**config.mk**
```make
export PLATFORM = sky130hd
export DESIGN_NAME = check_collision_flat
export DESIGN_NICKNAME = d
export VERILOG_FILES = /design/src/rtl/check_collision_if.sv /design/src/rtl/check_collision.sv /design/src/flat_wrapper.sv
export SDC_FILE = /design/constraint.sdc
export NUM_CORES = 1
export LEC_CHECK = 0
export ABC_CLOCK_PERIOD_IN_PS = 3900
export BUFFER_PORTS_ARGS = -buffer_cell sky130_fd_sc_hd__buf_4
export CAP_MARGIN = 20
export CORE_AREA = 2 2 65 67
export CTS_CLUSTER_SIZE = 16
export DETAILED_ROUTE_END_ITERATION = 8
export DIE_AREA = 0 0 67 69
export GPL_ROUTABILITY_DRIVEN = 0
export HOLD_SLACK_MARGIN = 0.1
export PLACE_DENSITY = 0.86
export SYNTH_ARGS = -nofsm -noshare
export SYNTH_HDL_FRONTEND = slang
export SYNTH_SLANG_ARGS = --single-unit
```
**constraint.sdc**
```tcl
create_clock -name clk -period 3.9 [get_ports clk]
set_input_delay 0 -clock clk [delete_from_list [all_inputs] [get_ports clk]]
set_output_delay 0 -clock clk [all_outputs]
set_load 0.05 [all_outputs]
```
**src/rtl/check_collision_if.sv**
```systemverilog
// Sprite position/direction request and step-legal response between a mover
// and the wall checker.
interface check_collision_if;
    logic [9:0] PacX;
    logic [8:0] PacY;
    logic [1:0] state;
    logic       result;

    modport master (output PacX, output PacY, output state, input result);
    modport slave  (input PacX, input PacY, input state, output result);
endinterface

```
**src/rtl/check_collision.sv**
```systemverilog
// Maze wall checker: registers whether a one-pixel step of a SPRITE-sized box
// in the requested direction stays on screen and clear of every fixed wall.
module check_collision #(
    parameter int unsigned SPRITE = 16
) (
    input  logic                clk,
    input  logic                rst,
    check_collision_if.slave    bus
);
    localparam int unsigned NWALL = 9;

    typedef enum logic [1:0] {DirUp = 2'b00, DirDown = 2'b01, DirLeft = 2'b10, DirRight = 2'b11}
        dir_e;

    // Inclusive wall rectangles, in table order W0..W8.
    localparam logic [11:0] WALL_X0 [NWALL] = '{12'd40, 12'd40, 12'd40, 12'd584, 12'd120,
                                                12'd456, 12'd120, 12'd456, 12'd264};
    localparam logic [11:0] WALL_X1 [NWALL] = '{12'd599, 12'd599, 12'd55, 12'd599, 12'd183,
                                                12'd519, 12'd183, 12'd519, 12'd375};
    localparam logic [11:0] WALL_Y0 [NWALL] = '{12'd40, 12'd424, 12'd40, 12'd40, 12'd120,
                                                12'd120, 12'd296, 12'd296, 12'd184};
    localparam logic [11:0] WALL_Y1 [NWALL] = '{12'd55, 12'd439, 12'd439, 12'd439, 12'd183,
                                                12'd183, 12'd359, 12'd359, 12'd199};

    logic [10:0]      nx, ny;
    logic [11:0]      nx_end, ny_end;
    logic             underflow, overflow;
    logic [NWALL-1:0] hit;
    logic             legal;
    logic             result_q;

    always_comb begin
        nx        = {1'b0, bus.PacX};
        ny        = {2'b00, bus.PacY};
        underflow = 1'b0;
        unique case (dir_e'(bus.state))
            DirUp: begin
                underflow = (bus.PacY == 9'd0);
                ny        = {2'b00, bus.PacY} - 11'd1;
            end
            DirDown:  ny = {2'b00, bus.PacY} + 11'd1;
            DirLeft: begin
                underflow = (bus.PacX == 10'd0);
                nx        = {1'b0, bus.PacX} - 11'd1;
            end
            DirRight: nx = {1'b0, bus.PacX} + 11'd1;
            default: ;
        endcase

        // 12-bit box ends so the far edge cannot wrap before the bound test.
        nx_end   = {1'b0, nx} + 12'(SPRITE - 1);
        ny_end   = {1'b0, ny} + 12'(SPRITE - 1);
        overflow = (nx_end > 12'd639) || (ny_end > 12'd479);

        for (int i = 0; i < NWALL; i++) begin
            hit[i] = ({1'b0, nx} <= WALL_X1[i]) && (nx_end >= WALL_X0[i]) &&
                     ({1'b0, ny} <= WALL_Y1[i]) && (ny_end >= WALL_Y0[i]);
        end

        legal = !underflow && !overflow && !(|hit);
    end

    always_ff @(posedge clk) begin
        if (!rst) begin
            result_q <= 1'b0;
        end else begin
            result_q <= legal;
        end
    end

    assign bus.result = result_q;
endmodule

```
**src/flat_wrapper.sv**
```systemverilog
// flat-port wrapper written by rule: the top's interface ports become plain ports
module check_collision_flat 
#(
    parameter int unsigned SPRITE = 16
)
  (clk, rst, bus_PacX, bus_PacY, bus_state, bus_result);
  check_collision_if bus_i ();
  input  logic clk;
  input  logic rst;
  input wire logic [$bits(bus_i.PacX)-1:0] bus_PacX;
  input wire logic [$bits(bus_i.PacY)-1:0] bus_PacY;
  input wire logic [$bits(bus_i.state)-1:0] bus_state;
  output wire logic [$bits(bus_i.result)-1:0] bus_result;
  assign bus_i.PacX = bus_PacX;
  assign bus_i.PacY = bus_PacY;
  assign bus_i.state = bus_state;
  assign bus_result = bus_i.result;
  check_collision #(.SPRITE(SPRITE)) u_core (.clk(clk), .rst(rst), .bus(bus_i));
endmodule
```
-- Word-level counts from Yosys, hierarchy flattened
Cells that the tools add are included.
- add/subtract/negate cells: 6
- magnitude comparators: 22
- eq/ne operators: 3
- muxes and demuxes: 3
- reductions and logical operators: 34
- operators by type and width (kind ; number):
    >= comparator 12 x 9 -> 1 bit (second input constant) ; 4
    one-hot mux 11 bit (2 select lines) ; 2
    <= comparator 11 x 8 -> 1 bit (second input constant) ; 3
    <= comparator 11 x 9 -> 1 bit (second input constant) ; 3
    logical AND 1 bit ; 26
    adder 11 x 4 -> 12 bit (second input constant) ; 2
    >= comparator 12 x 6 -> 1 bit (second input constant) ; 2
    >= comparator 12 x 7 -> 1 bit (second input constant) ; 2
    <= comparator 11 x 10 -> 1 bit (second input constant) ; 2
    <= comparator 11 x 6 -> 1 bit (second input constant) ; 2
    >= comparator 12 x 10 -> 1 bit (second input constant) ; 1
    >= comparator 12 x 8 -> 1 bit (second input constant) ; 1
    > comparator 12 x 10 -> 1 bit (second input constant) ; 1
    > comparator 12 x 9 -> 1 bit (second input constant) ; 1
    adder 10 x 1 -> 11 bit (second input constant) ; 1
    subtractor 10 x 1 -> 11 bit (second input constant) ; 1
    adder 9 x 1 -> 10 bit (second input constant) ; 1
    zero test 10 bit ; 1
    subtractor 9 x 1 -> 10 bit (second input constant) ; 1
    zero test 9 bit ; 1
    OR reduction 9 bit ; 1
    equality test 2 bit (second input constant) ; 2
    zero test 1 bit ; 3
    equality test 2 x 1 -> 1 bit (second input constant) ; 1
    3 further kinds ; 3
- register bits after elaboration: 1
- bits of input ports: 23
- output and inout port bits: 1
- word-level logic and storage cells: 69

-- Logic depth before layout (Yosys ltp)
- depth in word-level cells: 10
- mapped depth: 18
- mapped depth without buffers: 14

-- Worst setup path before layout
OpenSTA, ideal clock, no wires.
- path type: input port to flip-flop
- start point: in bus_state[1]
- end point: reg u_core.result_q (netlist: u_core.bus.result)
- library setup time: 0.087 ns
- arrival time: 3.411 ns
- required time: 3.813 ns
- path slack: 0.402 ns
- stages: 18
- path buffers: 6
- cell sequence: buf_4 -> clkbuf_8 -> clkbuf_8 -> buf_2 -> nand2_1 -> ha_1 -> o211ai_1 -> o2111a_1 -> or3_1 -> buf_2 -> nand2_2 -> nor3_1 -> buf_2 -> nor3_1 -> a31oi_1 -> o21a_1 -> o32ai_1 -> nor4b_2
- word-level cells in the longest chain between the ends: 10
- elaborated cells on any way between the ends: 62
- classes of those cells: add/sub: 2; order compare: 22; eq/ne: 3; mux: 3; reduce/logical: 32
- ends and longest elaborated chain (what ; line ; text):
    start: declaration ; flat_wrapper.sv:12 ; input wire logic [$bits(bus_i.state)-1:0] bus_state;
    equality test 2 bit ; check_collision.sv:36 ; unique case (dir_e'(bus.state))
    one-hot mux 11 bit (2 select lines) ; check_collision.sv:36 ;
    adder 11 x 4 -> 12 bit ; check_collision.sv:51 ; nx_end = {1'b0, nx} + 12'(SPRITE - 1);
    >= comparator 12 x 6 -> 1 bit, or another cell as far along ; check_collision.sv:56 ; hit[i] = ({1'b0, nx} <= WALL_X1[i]) && (nx_end >= WALL_X0[i]) &&
    logical AND 1 bit (2 in series) ; check_collision.sv:56 ;
    logical AND 1 bit ; check_collision.sv:57 ; ({1'b0, ny} <= WALL_Y1[i]) && (ny_end >= WALL_Y0[i]);
    OR reduction 9 bit ; check_collision.sv:60 ; legal = !underflow && !overflow && !(|hit);
    zero test 1 bit ; check_collision.sv:60 ;
    logical AND 1 bit * ; check_collision.sv:60 ;
    end signal: assignment ; check_collision.sv:67 ; result_q <= legal;
    end: declaration ; check_collision.sv:30 ; logic result_q;
Mark *: on every way between the ends. The rest lies on a longest branch, timed or not.
A chain may end at the register's enable or synchronous reset.

-- Worst setup path after layout
- start point: in bus_state[0]
- end point: reg u_core.result_q (netlist: u_core.bus.result)
The elaborated chain is that of the path after synthesis.

==> out/metrics.csv <==
metric;value;unit
outcome;completed;
overflow;0;
die_height;69;um
yosysUniqueCellTypes;78;
wl_met1;2800;um
p_switching;228;uW
clkSlewWorstSetupHoldPaths;0;ns
max-vdd-ir-drop;0.0990;mV
max-cap-violations;0;
detail-route-antenna-nets;0;
max_slew_margin;52.0;%
wire_per_inst;14.9;um
fin_crit;3.54;ns
synthMuxAreaShare;3.88;%
synth-compound-area-share;33.9;%
required;3.76;ns
place_area;2390;um2
nNetsFinal;387;
drive_gt1_share;15.7;%
worst_pin_slew;0.721;ns
hold_viol_final;0;
power.total;392;uW
fp.dieW;67;um
end_kind;flop;
timing.final.crit_share;90.8;%
grt_usage;25.4;%
p_seq_share;3.2;%
drv_slew;0;
fillers;393;
dr.pass1.iters;5;
cp.arrival;3.40;ns
core_area;3910;um2
syn_area;2250;um2
synth_flop_cell;dfxtp_1;
hold_buffers;0;
cts_setup_buffers;0;
antenna_found_initial;0;
multi_input_area;2070;um2
synth_top_family_by_area;simple AND/OR/NAND/NOR gates;
hp-start;rst;
route.top_layer_used;met4;
finalSetupViolCount;0;
grt_pass1_wl;10000;um
grt_max_degree;45;
synthAdderAreaFrac;9.77;%
power_frac_clock;0;%
fin_cells;395;
start_kind;primary input;
seq_area_frac_synth;0.888;%
power.leakage;0.000937;uW
num_io_pins;24;
synth_xor_area_share;6.22;%
path_max_fanout;13;
route.met3.wl;312;um
swShare;58.2;%
clock.fmax;282;MHz
via_count;2650;
powerDensity;164;nW/um2
seq_area;20.0;um2
synthSimpleGateAreaFrac;37.8;%
met2_length;2770;um
rsz0062_at_grt;false;
synth_cells;336;
largest_reg_flops;1;
core.rowCount;23;
area_growth;6.27;%
combPwrFrac;96.8;%
wirelength;5900;um
place_inst;395;
synth_edf_count;0;
fin_area;2400;um2
diodes;0;
initial_core_util;57.6;%
synth_warnings;0;
synthArstFlopShare;0;%
dieArea;4620;um2
viasPerCell;6.71;
p_int;164;uW
fin_tns_setup;0;ns
drt-initial-drc-count;266;
dpl.hpwl;4670;um
hold_class;in2reg;
syn-num-nets;376;
critPathLaunch;bus_state[0];
fin_util;61.2;%
drc;0;
post_cts_resized;0;
ys_ff_latch;1;
avgSynthCellArea;6.71;um2
crit_type;in2reg;
portBuffers;23;
grt_pass1_vias;2233;
cell usage after synthesis, types with 8 or more instances:
cell type / count / area share (%)
ha_1: 16 / 8.9
o21ai_0: 13 / 2.9
nand4_1: 9 / 2.5
nand3_1: 15 / 3.3
nand2_1: 31 / 5.2
xnor2_1: 11 / 4.3
nor3_1: 18 / 4.0
nor2_1: 29 / 4.8
or3_1: 8 / 2.2
inv_1: 16 / 2.7
a21oi_1: 23 / 5.1
placed cells by master, fill, tap and decap left out, drive strengths merged, types with 3 or more instances in the layout:
cell type	netlist	routed
nor4bb	3	3
buf	8	25
o21a	5	5
nand3	15	15
o21bai	3	3
nor2	29	29
o21ai	13	13
nand2	32	32
and3	5	5
mux2i	5	5
nand4	9	9
o41ai	3	3
nand2b	3	3
and2	7	7
nor3	18	18
xnor2	11	11
o31ai	7	7
inv	16	16
or3	10	10
a21o	5	5
o211ai	7	7
xor2	5	5
a21oi	24	24
a31oi	7	7
nor4	7	7
nand3b	3	3
mux2	3	3
ha	16	16
a211oi	5	5
metal layers:
metal  track usage, %  up-vias
met4             1.13        0
met2             40.5      111
li1                 -     1310
met1             39.8     1225
met3            0.163        4
met5                0        -
per-stage QoR:
step	setup WS, ns	hold WS (ns)
after global placement	0.475	0.419
final	0.360	0.433
after detailed placement	0.396	0.428
after CTS	0.374	0.430
after global routing	0.0396	0.459
after floorplan	0.402	0.265
kinds of logic after synthesis:
family          after synthesis
xor+xnor                     16
mux                           8
simple gates                155
flops                         1
compound gates              107
buf+inv                      32
fa+ha+maj                    17
cell type report:
| class | count | share of cell area, % |
|---|---|---|
| inverters | 16 | 2.51 |
| repair buffers | 25 | 7.83 |
| flip-flops and latches | 1 | 0.836 |
| well taps | 50 | 2.61 |
| multi-input cells | 303 | 86.2 |
worst max-delay path, cell delays in order:
cell and delay (ns):
buf_4 0.16, nand2_1 0.36, inv_1 0.11, fa_1 0.42
nor2b_1 0.21, o31a_1 0.28, o21a_1 0.23, o221ai_1 0.36
nor2_1 0.30, o21ai_0 0.15, mux2_2 0.30, o41ai_1 0.42
nor4b_2 0.09
path summary, 6_finish.rpt:
path	endpoint	slack [ns]	cells after the start
min	u_core.bus.result	0.43	5
max	u_core.bus.result	0.36	13
power groups by stage:
| stage | sequential, uW | clock, uW | combinational [uW] |
|---|---|---|---|
| 2_1_floorplan | 19.6 | 0 | 281 |
| 3_3_place_gp | 12.7 | 0 | 361 |
| 5_1_grt | 12.9 | 0 | 418 |
| 3_5_place_dp | 12.7 | 0 | 369 |
| 6_report | 12.7 | 0 | 379 |
| 4_1_cts | 12.7 | 0 | 371 |
Power figures use the tool's default switching activity.
